<file path="src/rtl/pifo_sram_pkg.sv">
`default_nettype none
// ============================================================================
// Module   : pifo_sram_pkg
// Purpose  : Shared types and helpers for the PIFO per-level SRAM bank:
//            the FSM state enum, entry-width helpers and the construction
//            of the "empty" entry value that the init sweep writes.
// Revision : 1.0 - initial release
// ============================================================================
package pifo_sram_pkg;

    // Upper bound on entry width handled by the constant helpers below.
    localparam int MAX_DW = 1024;

    typedef enum logic [0:0] {
        ST_INIT  = 1'b0,
        ST_READY = 1'b1
    } state_e;

    // Half-entry width: {size, metadata, value}.
    function automatic int calc_hw(input int ptw, input int mtw, input int ctw);
        return ctw + mtw + ptw;
    endfunction

    // Full entry holds two slots.
    function automatic int calc_dw(input int ptw, input int mtw, input int ctw);
        return 2 * calc_hw(ptw, mtw, ctw);
    endfunction

    // Empty half-entry: counter and metadata zero, payload all ones.
    // Returned zero-extended to MAX_DW; callers slice to their width.
    function automatic logic [MAX_DW-1:0] empty_half(input int ptw);
        logic [MAX_DW-1:0] h;
        h = '0;
        for (int i = 0; i < ptw && i < MAX_DW; i++) begin
            h[i] = 1'b1;
        end
        return h;
    endfunction

    // Empty entry: two empty halves packed side by side.
    function automatic logic [MAX_DW-1:0] empty_entry(input int ptw, input int mtw,
                                                      input int ctw);
        logic [MAX_DW-1:0] h;
        h = empty_half(ptw);
        return h | (h << calc_hw(ptw, mtw, ctw));
    endfunction

endpackage
`default_nettype wire

</file>
<file path="src/rtl/pifo_sram_array.sv">
`default_nettype none
// ============================================================================
// Module   : pifo_sram_array
// Purpose  : Plain 1R1W synchronous storage with a registered read port.
//            Contents are not reset. Read-first: a read and a write to the
//            same address at the same edge returns the old contents.
//            Replaceable by a vendor SRAM macro with the same port behaviour.
// Ports    : clk_i            clock
//            we_i/waddr_i/wdata_i   write port
//            re_i/raddr_i     read request/address
//            rdata_o          read data, updated only at an edge with re_i
// Revision : 1.0 - initial release
// ============================================================================
module pifo_sram_array #(
    parameter int ADW = 4,
    parameter int DW  = 52
) (
    input  logic           clk_i,
    input  logic           we_i,
    input  logic [ADW-1:0] waddr_i,
    input  logic [DW-1:0]  wdata_i,
    input  logic           re_i,
    input  logic [ADW-1:0] raddr_i,
    output logic [DW-1:0]  rdata_o
);

    logic [DW-1:0] mem_q [2**ADW];
    logic [DW-1:0] rdata_q;

    always_ff @(posedge clk_i) begin
        if (we_i) begin
            mem_q[waddr_i] <= wdata_i;
        end
        if (re_i) begin
            rdata_q <= mem_q[raddr_i];
        end
    end

    assign rdata_o = rdata_q;

endmodule
`default_nettype wire

</file>
<file path="src/rtl/pifo_sram_bank.sv">
`default_nettype none
// ============================================================================
// Module   : pifo_sram_bank
// Purpose  : Per-level SRAM responder for a PIFO tree. After reset it sweeps
//            every entry to EMPTY_ENTRY, then serves the node's 1-cycle
//            latency read/write stream.
// Config   : PIFO_SRAM_BYPASS_EN - when defined, a same-cycle same-address
//            read+write returns the write data (write-first); otherwise the
//            read returns the pre-write contents (read-first).
// Ports    : i_clk, i_arst (async, active-high)
//            i_read/i_read_addr -> o_read_data (valid after the next edge, held)
//            i_write/i_write_addr/i_write_data
//            o_init_done - high once the init sweep finished
//            o_err       - sticky, set by any request during the init sweep
// Revision : 1.0 - initial release
// ============================================================================
module pifo_sram_bank
    import pifo_sram_pkg::*;
#(
    parameter  int PTW      = 16,
    parameter  int MTW      = 0,
    parameter  int CTW      = 10,
    parameter  int LEVEL    = 4,
    parameter  int TREE_NUM = 4,
    parameter  int SRAM_ADW = $clog2(TREE_NUM / LEVEL) + LEVEL,
    localparam int DW       = calc_dw(PTW, MTW, CTW)
) (
    input  logic                i_clk,
    input  logic                i_arst,
    input  logic                i_read,
    input  logic [SRAM_ADW-1:0] i_read_addr,
    output logic [DW-1:0]       o_read_data,
    input  logic                i_write,
    input  logic [SRAM_ADW-1:0] i_write_addr,
    input  logic [DW-1:0]       i_write_data,
    output logic                o_init_done,
    output logic                o_err
);

    localparam int                DEPTH       = 2 ** SRAM_ADW;
    localparam logic [MAX_DW-1:0] C_EMPTY_WIDE = empty_entry(PTW, MTW, CTW);
    localparam logic [DW-1:0]     EMPTY_ENTRY = C_EMPTY_WIDE[DW-1:0];

    state_e                state_q, state_d;
    logic [SRAM_ADW-1:0]   init_addr_q, init_addr_d;
    logic                  err_q, err_d;
    // Low until the first served read, so o_read_data shows 0 after reset
    // even though the array's read register has no reset.
    logic                  rd_seen_q, rd_seen_d;

    logic                  w_arr_we;
    logic [SRAM_ADW-1:0]   w_arr_waddr;
    logic [DW-1:0]         w_arr_wdata;
    logic                  w_arr_re;
    logic [DW-1:0]         w_arr_rdata;
    logic [DW-1:0]         w_rd_data;
    logic                  w_init_last;

    assign w_init_last = (init_addr_q == SRAM_ADW'(DEPTH - 1));

    // ------------------------------------------------------------------
    // Next-state, init counter, array write mux and error detection
    // ------------------------------------------------------------------
    always_comb begin
        state_d     = state_q;
        init_addr_d = init_addr_q;
        err_d       = err_q;
        rd_seen_d   = rd_seen_q;
        w_arr_we    = 1'b0;
        w_arr_waddr = init_addr_q;
        w_arr_wdata = EMPTY_ENTRY;
        w_arr_re    = 1'b0;

        case (state_q)
            ST_INIT: begin
                w_arr_we = 1'b1;
                if (w_init_last) begin
                    state_d = ST_READY;         // counter parks at DEPTH-1
                end else begin
                    init_addr_d = init_addr_q + SRAM_ADW'(1);
                end
                // Requests during the sweep are dropped and flagged.
                if (i_read || i_write) begin
                    err_d = 1'b1;
                end
            end
            ST_READY: begin
                w_arr_we    = i_write;
                w_arr_waddr = i_write_addr;
                w_arr_wdata = i_write_data;
                w_arr_re    = i_read;
                if (i_read) begin
                    rd_seen_d = 1'b1;
                end
            end
            default: begin
                state_d = ST_INIT;
            end
        endcase
    end

    always_ff @(posedge i_clk or posedge i_arst) begin
        if (i_arst) begin
            state_q     <= ST_INIT;
            init_addr_q <= '0;
            err_q       <= 1'b0;
            rd_seen_q   <= 1'b0;
        end else begin
            state_q     <= state_d;
            init_addr_q <= init_addr_d;
            err_q       <= err_d;
            rd_seen_q   <= rd_seen_d;
        end
    end

    pifo_sram_array #(
        .ADW (SRAM_ADW),
        .DW  (DW)
    ) u_array (
        .clk_i   (i_clk),
        .we_i    (w_arr_we),
        .waddr_i (w_arr_waddr),
        .wdata_i (w_arr_wdata),
        .re_i    (w_arr_re),
        .raddr_i (i_read_addr),
        .rdata_o (w_arr_rdata)
    );

`ifdef PIFO_SRAM_BYPASS_EN
    // Write-first: remember whether the served read collided with the write
    // in the same cycle and, if so, present the write data instead of the
    // (read-first) array output. Updated only on reads so the output holds.
    logic          fwd_q;
    logic [DW-1:0] fwd_data_q;

    always_ff @(posedge i_clk or posedge i_arst) begin
        if (i_arst) begin
            fwd_q      <= 1'b0;
            fwd_data_q <= '0;
        end else if (w_arr_re) begin
            fwd_q      <= i_write && (i_write_addr == i_read_addr);
            fwd_data_q <= i_write_data;
        end
    end

    assign w_rd_data = fwd_q ? fwd_data_q : w_arr_rdata;
`else
    assign w_rd_data = w_arr_rdata;
`endif

    assign o_read_data = rd_seen_q ? w_rd_data : '0;
    assign o_init_done = (state_q == ST_READY);
    assign o_err       = err_q;

endmodule
`default_nettype wire

</file>
<file path="config.mk">
export PLATFORM = sky130hd
export DESIGN_NAME = pifo_sram_bank
export DESIGN_NICKNAME = d
export VERILOG_FILES = /design/src/rtl/pifo_sram_pkg.sv /design/src/rtl/pifo_sram_array.sv /design/src/rtl/pifo_sram_bank.sv
export SDC_FILE = /design/constraint.sdc
export NUM_CORES = 1
export LEC_CHECK = 0
export CAP_MARGIN = 0
export CORE_AREA = 3 3 358 219
export CTS_CLUSTER_DIAMETER = 40
export DETAILED_ROUTE_END_ITERATION = 8
export DIE_AREA = 0 0 361 222
export GPL_ROUTABILITY_DRIVEN = 0
export PLACE_DENSITY_LB_ADDON = 0.12
export SLEW_MARGIN = 10
export SYNTH_ARGS = -nofsm -noshare
export SYNTH_HDL_FRONTEND = slang
export SYNTH_SLANG_ARGS = --single-unit
</file>
<file path="constraint.sdc">
create_clock -name i_clk -period 9.8 [get_ports i_clk]
set_input_delay 1.47 -clock i_clk [delete_from_list [all_inputs] [get_ports i_clk]]
set_output_delay 1.47 -clock i_clk [all_outputs]
set_load 0.02 [all_outputs]
</file>
==> reports/results.txt, run 1 <==
register area share after synthesis: 0.790
Max Root-Sink Buffers: 3
DRC: 0
peak supply drop: 0.000131 V
full die area: 80100 µm²
Ant. Diodes: 0
Ports: 118
Sequential Power Share: 0.537
unrepaired setup endpoints after global routing: false
Core Region: 75200 µm²
Slew @ Worst Pin: 1.08 ns
Hold Path Depth: 1
Via density: 5.74
drt wl/cell: 29.2 µm
CP startpoint kind: flip-flop
clk sinks: 891
setup TNS: 0 ns
status: finished, final reports clean
distinct cell type count after synthesis: 30
Chip Height: 222 µm
Met1 Wirelength: 35.9 mm
CP endpoint kind: output port
Async SR Flop Fraction: 0.00786
H-tree depth: 3
Hold WC Path Type: flip-flop to flip-flop
initial cell density of the core: 0.449
Comb power frac: 0.051
DR WL met2: 37.7 mm
Total Wirelength: 79.6 mm
Total GRT Usage: 0.201
largest net degree at the start of global routing: 104
ys flop type: edfxtp_1
chip width: 361 µm
commonest non-fill, non-tap cell in the layout: edfxtp_1
vias in the first global route: 16400
post-route ant nets: 0
crit path max fanout: 38
Pins Over Slew Limit: 0
Switch Pwr: 1.65 mW
clock network power share: 0.411
most frequent cells in the layout: edfxtp_1 (884), mux4_2 (208), clkdlybuf4s50_1 (115), a22oi_1 (104), clkbuf_16 (90)
internal power: 6.24 mW
root buffer cell: clkbuf_16
DP Area: 36200 µm²
Iter 0 DRT Violations: 1910
first-pass GRT wire length: 116 mm
min Tclk post-route: 4.46 ns
syn nets: 1564
Num CTS Buffers: 87
# nets final: 1718
via count: 15600
fin crit share: 0.456
final hold vios: 0
Port Buffer Count: 117
Max Cap Viol: 0
post-CTS sizing: 0
crit path kind: flip-flop to output port
Skew-Pair Late Insertion Delay: 0.64 ns
TritonCTS clock tree: yes
Setup Buffers After CTS: 0
cell count after synthesis: 1499
switch share: 0.210
Syn-to-layout area delta: 15.2%
antenna violations before repair: 0
PD cells: 203 nW/µm²
Slew HR: 0.281
final setup fails: 0
clk slew on worst S/H paths: 0.06 ns
synthesized cell area: 33800 µm²
First-pass DRT Iterations: 5
syn_area_per_cell: 22.6 µm²
Warnings, synthesis: 0
share of cells above drive strength 1: 0.228
worst reg2reg path depth: 3
Leak: 12.3 nW
synthesized flop and latch total: 891
DR top layer: met4
Fillers: 5891
num rows: 78
Worst Path Required: 8.33 ns
Post-DP HPWL: 38.2 mm
FMAX: 0.224 GHz
Design Area, Final: 39000 µm²
critical path arrival: 2.99 ns
Met3 Wirelength: 4.93 mm
number of synthesized flops with an enable pin: 884
total gr overflow: 0
clk_skew: 0.0190 ns
Post-CTS Hold Buffers: 0
power groups by stage:
stage | Clock (mW) | Sequential [mW] | Combinational, mW
after floorplan | 0 | 4.32 | 0.247
after global placement | 0 | 4.32 | 0.408
after detailed placement | 0 | 4.32 | 0.411
after CTS | 3.31 | 4.24 | 0.413
after global routing | 3.47 | 4.24 | 0.438
final | 3.24 | 4.24 | 0.405
state kept, by name, indices dropped and copies added (netlist names):
| name | flops |
|---|---|
| rd_seen_q | 1 |
| u_array.mem_q | 832 |
| init_addr_q | 4 |
| o_err | 1 |
| o_init_done | 1 |
| u_array.rdata_o | 52 |
routing by layer:
layer	track usage	vias to the layer above
met4	0.0421	0
met2	0.312	514
met1	0.301	8434
met3	0.0366	88
met5	0	-
li1	-	6601
path summary, 6_finish.rpt:
| path | end | startpoint | slack [ns] |
|---|---|---|---|
| worst max-delay path | o_read_data[39] | rd_seen_q$_DFFE_PP0P_ | 5.34 |
| worst min-delay path | o_err$_DFFE_PP0P_ | o_err$_DFFE_PP0P_ | 0.55 |
| worst max register to register | u_array.mem_q[14][35]$_DFFE_PP_ | o_init_done$_DFF_PP0_ | 6.50 |
| worst min register to register | o_err$_DFFE_PP0P_ | o_err$_DFFE_PP0P_ | 0.55 |
| max in group asynchronous | o_init_done$_DFF_PP0_ | i_arst | 8.19 |
| min in group asynchronous | init_addr_q[2]$_DFFE_PP0P_ | i_arst | 1.27 |
worst max-delay path, stage by stage, from the launching register on:
cell             delay (ns)
dfrtp_2                0.97
buf_4                  0.39
and2_1                 0.31
clkdlybuf4s50_1        0.65
cell type report:
cell class | count | area, µm² | share of cell area
Timing Repair Buffer | 147 | 1420 | 0.0364
Clock buffer | 109 | 2340 | 0.0602
Sequential cell | 891 | 26700 | 0.686
Multi-Input combinational cell | 521 | 6770 | 0.174
Tap cell | 1000 | 1250 | 0.0321
Inverter | 5 | 18.8 | 0.000482
Clock inverter | 49 | 424 | 0.0109
stage by stage:
step | cells | util | hold slack [ns] | power [mW] | setup slack (ns)
2_1_floorplan | 1499 | - | 0.515 | 4.57 | 5.37
3_3_place_gp | 2564 | 0.481 | 0.555 | 4.73 | 5.37
3_5_place_dp | 2564 | 0.481 | 0.560 | 4.73 | 5.33
4_1_cts | 2722 | 0.518 | 0.570 | 7.96 | 5.17
5_1_grt | 2722 | 0.518 | 0.573 | 8.15 | 5.09
6_report | 2722 | 0.518 | 0.549 | 7.89 | 5.34
synth_stat cells (2+ instances only):
library cell  count  area share
dfrtp_1           7      0.0052
nor2b_1           4     0.00074
and2_1           74       0.014
buf_1             2     0.00022
o21a_1            2     0.00044
nor3b_1           2     0.00044
mux2_2            2     0.00067
clkbuf_1         43      0.0048
a22oi_1         104       0.023
nand4b_1          2     0.00052
nor2_1           20      0.0022
nand2b_1         33      0.0061
buf_2            22      0.0033
buf_6            14      0.0047
a31oi_1           5     0.00093
inv_1             5     0.00056
nor3_1            2     0.00030
mux4_2          208        0.14
nand2_1          54      0.0060
edfxtp_1        884        0.79
cells by family (layout without fill, tap and decap cells):
| kind of cell | after synthesis | after routing | share of synthesized area |
|---|---|---|---|
| AOI/OAI and AO/OA | 114 | 114 | 0.0251 |
| xor gates and xnor gates | 1 | 1 | 0.000259 |
| adders and majority gates | 1 | 1 | 0.000370 |
| buffers and inverters | 87 | 310 | 0.0137 |
| DFF | 891 | 891 | 0.790 |
| muxes | 211 | 211 | 0.140 |
| and+or+nand+nor | 194 | 194 | 0.0306 |
No activity file was read; power rests on OpenSTA's default activity.
==> run 2, diff against run 1 <==
==> constraint.sdc (replaced) <==
create_clock -name i_clk -period 4.48 [get_ports i_clk]
set_input_delay 0.672 -clock i_clk [delete_from_list [all_inputs] [get_ports i_clk]]
set_output_delay 0.672 -clock i_clk [all_outputs]
set_load 0.02 [all_outputs]
==> run 2 against run 1 <==
  * Power grew 120%
  * Highest routed layer unchanged
  * Critical endpoint is now o_read_data[21]
  * Largest cell class unchanged
  * Largest power group unchanged
  * Via count shrank 0.45%
  * Clock skew shrank 0.0028 ns
==> reports/results.txt, run 2 (synthesized netlist as in run 1, its figures left out) <==
Num CTS Buffers: 86 (-1.1%)
internal power: 13.6 mW (+120%)
dpl ws: 1.27 ns (-4.06 ns)
total gr overflow: 0 (unchanged)
Worst Slack Setup Final: 1.12 ns (-4.21 ns)
clk_skew: 0.0162 ns (-0.00276 ns)
final setup fails: 0 (unchanged)
setup TNS: 0 ns (unchanged)
Ant. Diodes: 0 (unchanged)
clock network power share: 0.408 (-0.003)
post-CTS sizing: 0 (unchanged)
FMAX: 0.298 GHz
worst r2r src: o_init_done$_DFF_PP0_
# nets final: 1728 (+0.58%)
Total Wirelength: 74.1 mm (-6.9%)
crit path to: o_read_data[21]
Max Cap Viol: 0 (unchanged)
drt wl/cell: 27.2 µm (-6.9%)
DP Area: 36400 µm² (+0.68%)
Post-DP HPWL: 40.1 mm (+5.1%)
Hold WC Path Type: primary input to async pin
Top reg by flops: u_array.mem_q
Critical Path Stages: 3 (unchanged)
first-pass GRT wire length: 110 mm (-5.0%)
largest net degree at the start of global routing: 64 (-38%)
share of cells above drive strength 1: 0.233 (+0.00465)
CP endpoint kind: output port
Switch Pwr: 3.58 mW (+120%)
Slew @ Worst Pin: 1.13 ns (+0.0563 ns)
worst reg2reg path depth: 3 (unchanged)
PD cells: 439 nW/µm² (+120%)
critical path's slowest cell: dfrtp_2
Via density: 5.72 (-0.45%)
Ports: 118 (unchanged)
unrepaired setup endpoints after global routing: false
Slew HR: 0.244 (-0.0376)
Total GRT Usage: 0.187 (-0.0139)
num rows: 78 (unchanged)
commonest non-fill, non-tap cell in the layout: edfxtp_1
crit path kind: flip-flop to output port
antenna violations before repair: 1 (+1)
crit path max fanout: 30 (-21%)
worst r2r dst: u_array.mem_q[15][41]$_DFFE_PP_
Iter 0 DRT Violations: 1382 (-28%)
status: finished, final reports clean
clk sinks: 891 (unchanged)
CP startpoint kind: flip-flop
min Tclk post-route: 3.36 ns
Pins Over Slew Limit: 0 (unchanged)
post-route ant nets: 0 (unchanged)
clk slew on worst S/H paths: 0.06 ns (about the same)
vias in the first global route: 16500 (+0.35%)
peak supply drop: 0.000278 V (+110%)
Critical path buffers and inverters: 2 (unchanged)
Port Buffer Count: 117 (unchanged)
Largest register FFs: 832 (unchanged)
H-tree depth: 3 (unchanged)
initial cell density of the core: 0.449 (unchanged)
Skew-Pair Late Insertion Delay: 0.62 ns (-0.02 ns)
critical path arrival: 2.69 ns (-0.30 ns)
Comb power frac: 0.052 (about the same)
final hold vios: 0 (unchanged)
Setup Buffers After CTS: 0 (unchanged)
Max Root-Sink Buffers: 3 (unchanged)
DRC: 0 (unchanged)
family with the most delay on the worst path: buffers and inverters
First-pass DRT Iterations: 5 (unchanged)
Worst Path Required: 3.81 ns (-4.52 ns)
Post-CTS Hold Buffers: 0 (unchanged)
CP peak stage delay: 0.81 ns (-0.16 ns)
CP cell instances: buf_4 -> and2_1 -> clkdlybuf4s50_1
crit path from: rd_seen_q$_DFFE_PP0P_
full die area: 80100 µm² (unchanged)
Core Region: 75200 µm² (unchanged)
Chip Height: 222 µm (unchanged)
TritonCTS clock tree: yes
r2r setup slk: 1.51 ns (-4.99 ns)
chip width: 361 µm (unchanged)
Fillers: 5821 (-1.2%)
most frequent cells in the layout: edfxtp_1 (884), mux4_2 (208), clkdlybuf4s50_1 (115), a22oi_1 (104), clkbuf_16 (87)
Syn-to-layout area delta: 15.7%
fin crit share: 0.749
via count: 15600 (-0.45%)
Leak: 12.3 nW (+0.44%)
Sequential Power Share: 0.539 (+0.002)
switch share: 0.208 (-0.00157)
Design Area, Final: 39100 µm² (+0.45%)
root buffer cell: clkbuf_16
-- run 2: cell types whose count changed in the layout (fill, tap and decap cells not counted), moves of 2 or more --
cell	delta
buf_12	+13
clkinv_1	-8
clkinv_2	-6
inv_6	+4
clkbuf_16	-3
buf_4	-2
clkinvlp_4	+2
inv_8	-2
-- run 2: worst min path at each step --
stage,start,end,slack (ns),depth (start not counted)
after global routing,i_arst,o_err$_DFFE_PP0P_,0.43,2
final,i_arst,o_err$_DFFE_PP0P_,0.44,2
after floorplan,i_arst,init_addr_q[0]$_DFFE_PP0P_,0.48,1
after global placement,o_err$_DFFE_PP0P_,o_err$_DFFE_PP0P_,0.55,1
after CTS,i_arst,o_err$_DFFE_PP0P_,0.40,2
after detailed placement,o_err$_DFFE_PP0P_,o_err$_DFFE_PP0P_,0.55,1
-- run 2: routing by layer --
metal / GRT usage / share of wire / vias to the layer above
met2: 0.273 / 0.44 / 443
li1: - / - / 6617
met5: 0 / 0 / -
met3: 0.0328 / 0.056 / 94
met4: 0.0446 / 0.018 / 0
met1: 0.295 / 0.48 / 8413
-- run 2: cell type report --
cell class | count | area, µm² | share of cell area
sequential | 891 | 26700 | 0.683
clock inverter | 40 | 414 | 0.0106
multi-input combinational | 521 | 6770 | 0.173
inverter | 5 | 18.8 | 0.000480
tap | 1000 | 1250 | 0.0320
clock buffer | 107 | 2280 | 0.0583
timing repair buffer | 158 | 1660 | 0.0425
-- run 2: worst register-to-register path, delay by kind of cell, from the launching register on --
kind                   cells  cell delay [ns]
AOI/OAI and AO/OA          1             0.50
buffers and inverters      1             0.74
DFF                        1             0.84
and+or+nand+nor            1             0.41
-- run 2: power by group through the flow --
stage / Combinational, mW / Clock, mW / Sequential [mW]
finish: 0.897 / 7.02 / 9.27
global route: 0.971 / 7.55 / 9.27
CTS: 0.920 / 7.20 / 9.27
detailed placement: 0.917 / 0 / 9.45
global placement: 0.903 / 0 / 9.45
floorplan: 0.541 / 0 / 9.45
-- run 2: per-stage QoR --
step                       util  hold WS (ns)  cells  power [mW]
after CTS                 0.520         0.404   2722        17.4
after floorplan               -         0.475   1499        9.99
final                     0.520         0.438   2722        17.2
after global placement    0.484         0.546   2575        10.4
after global routing      0.520         0.426   2722        17.8
after detailed placement  0.484         0.550   2575        10.4
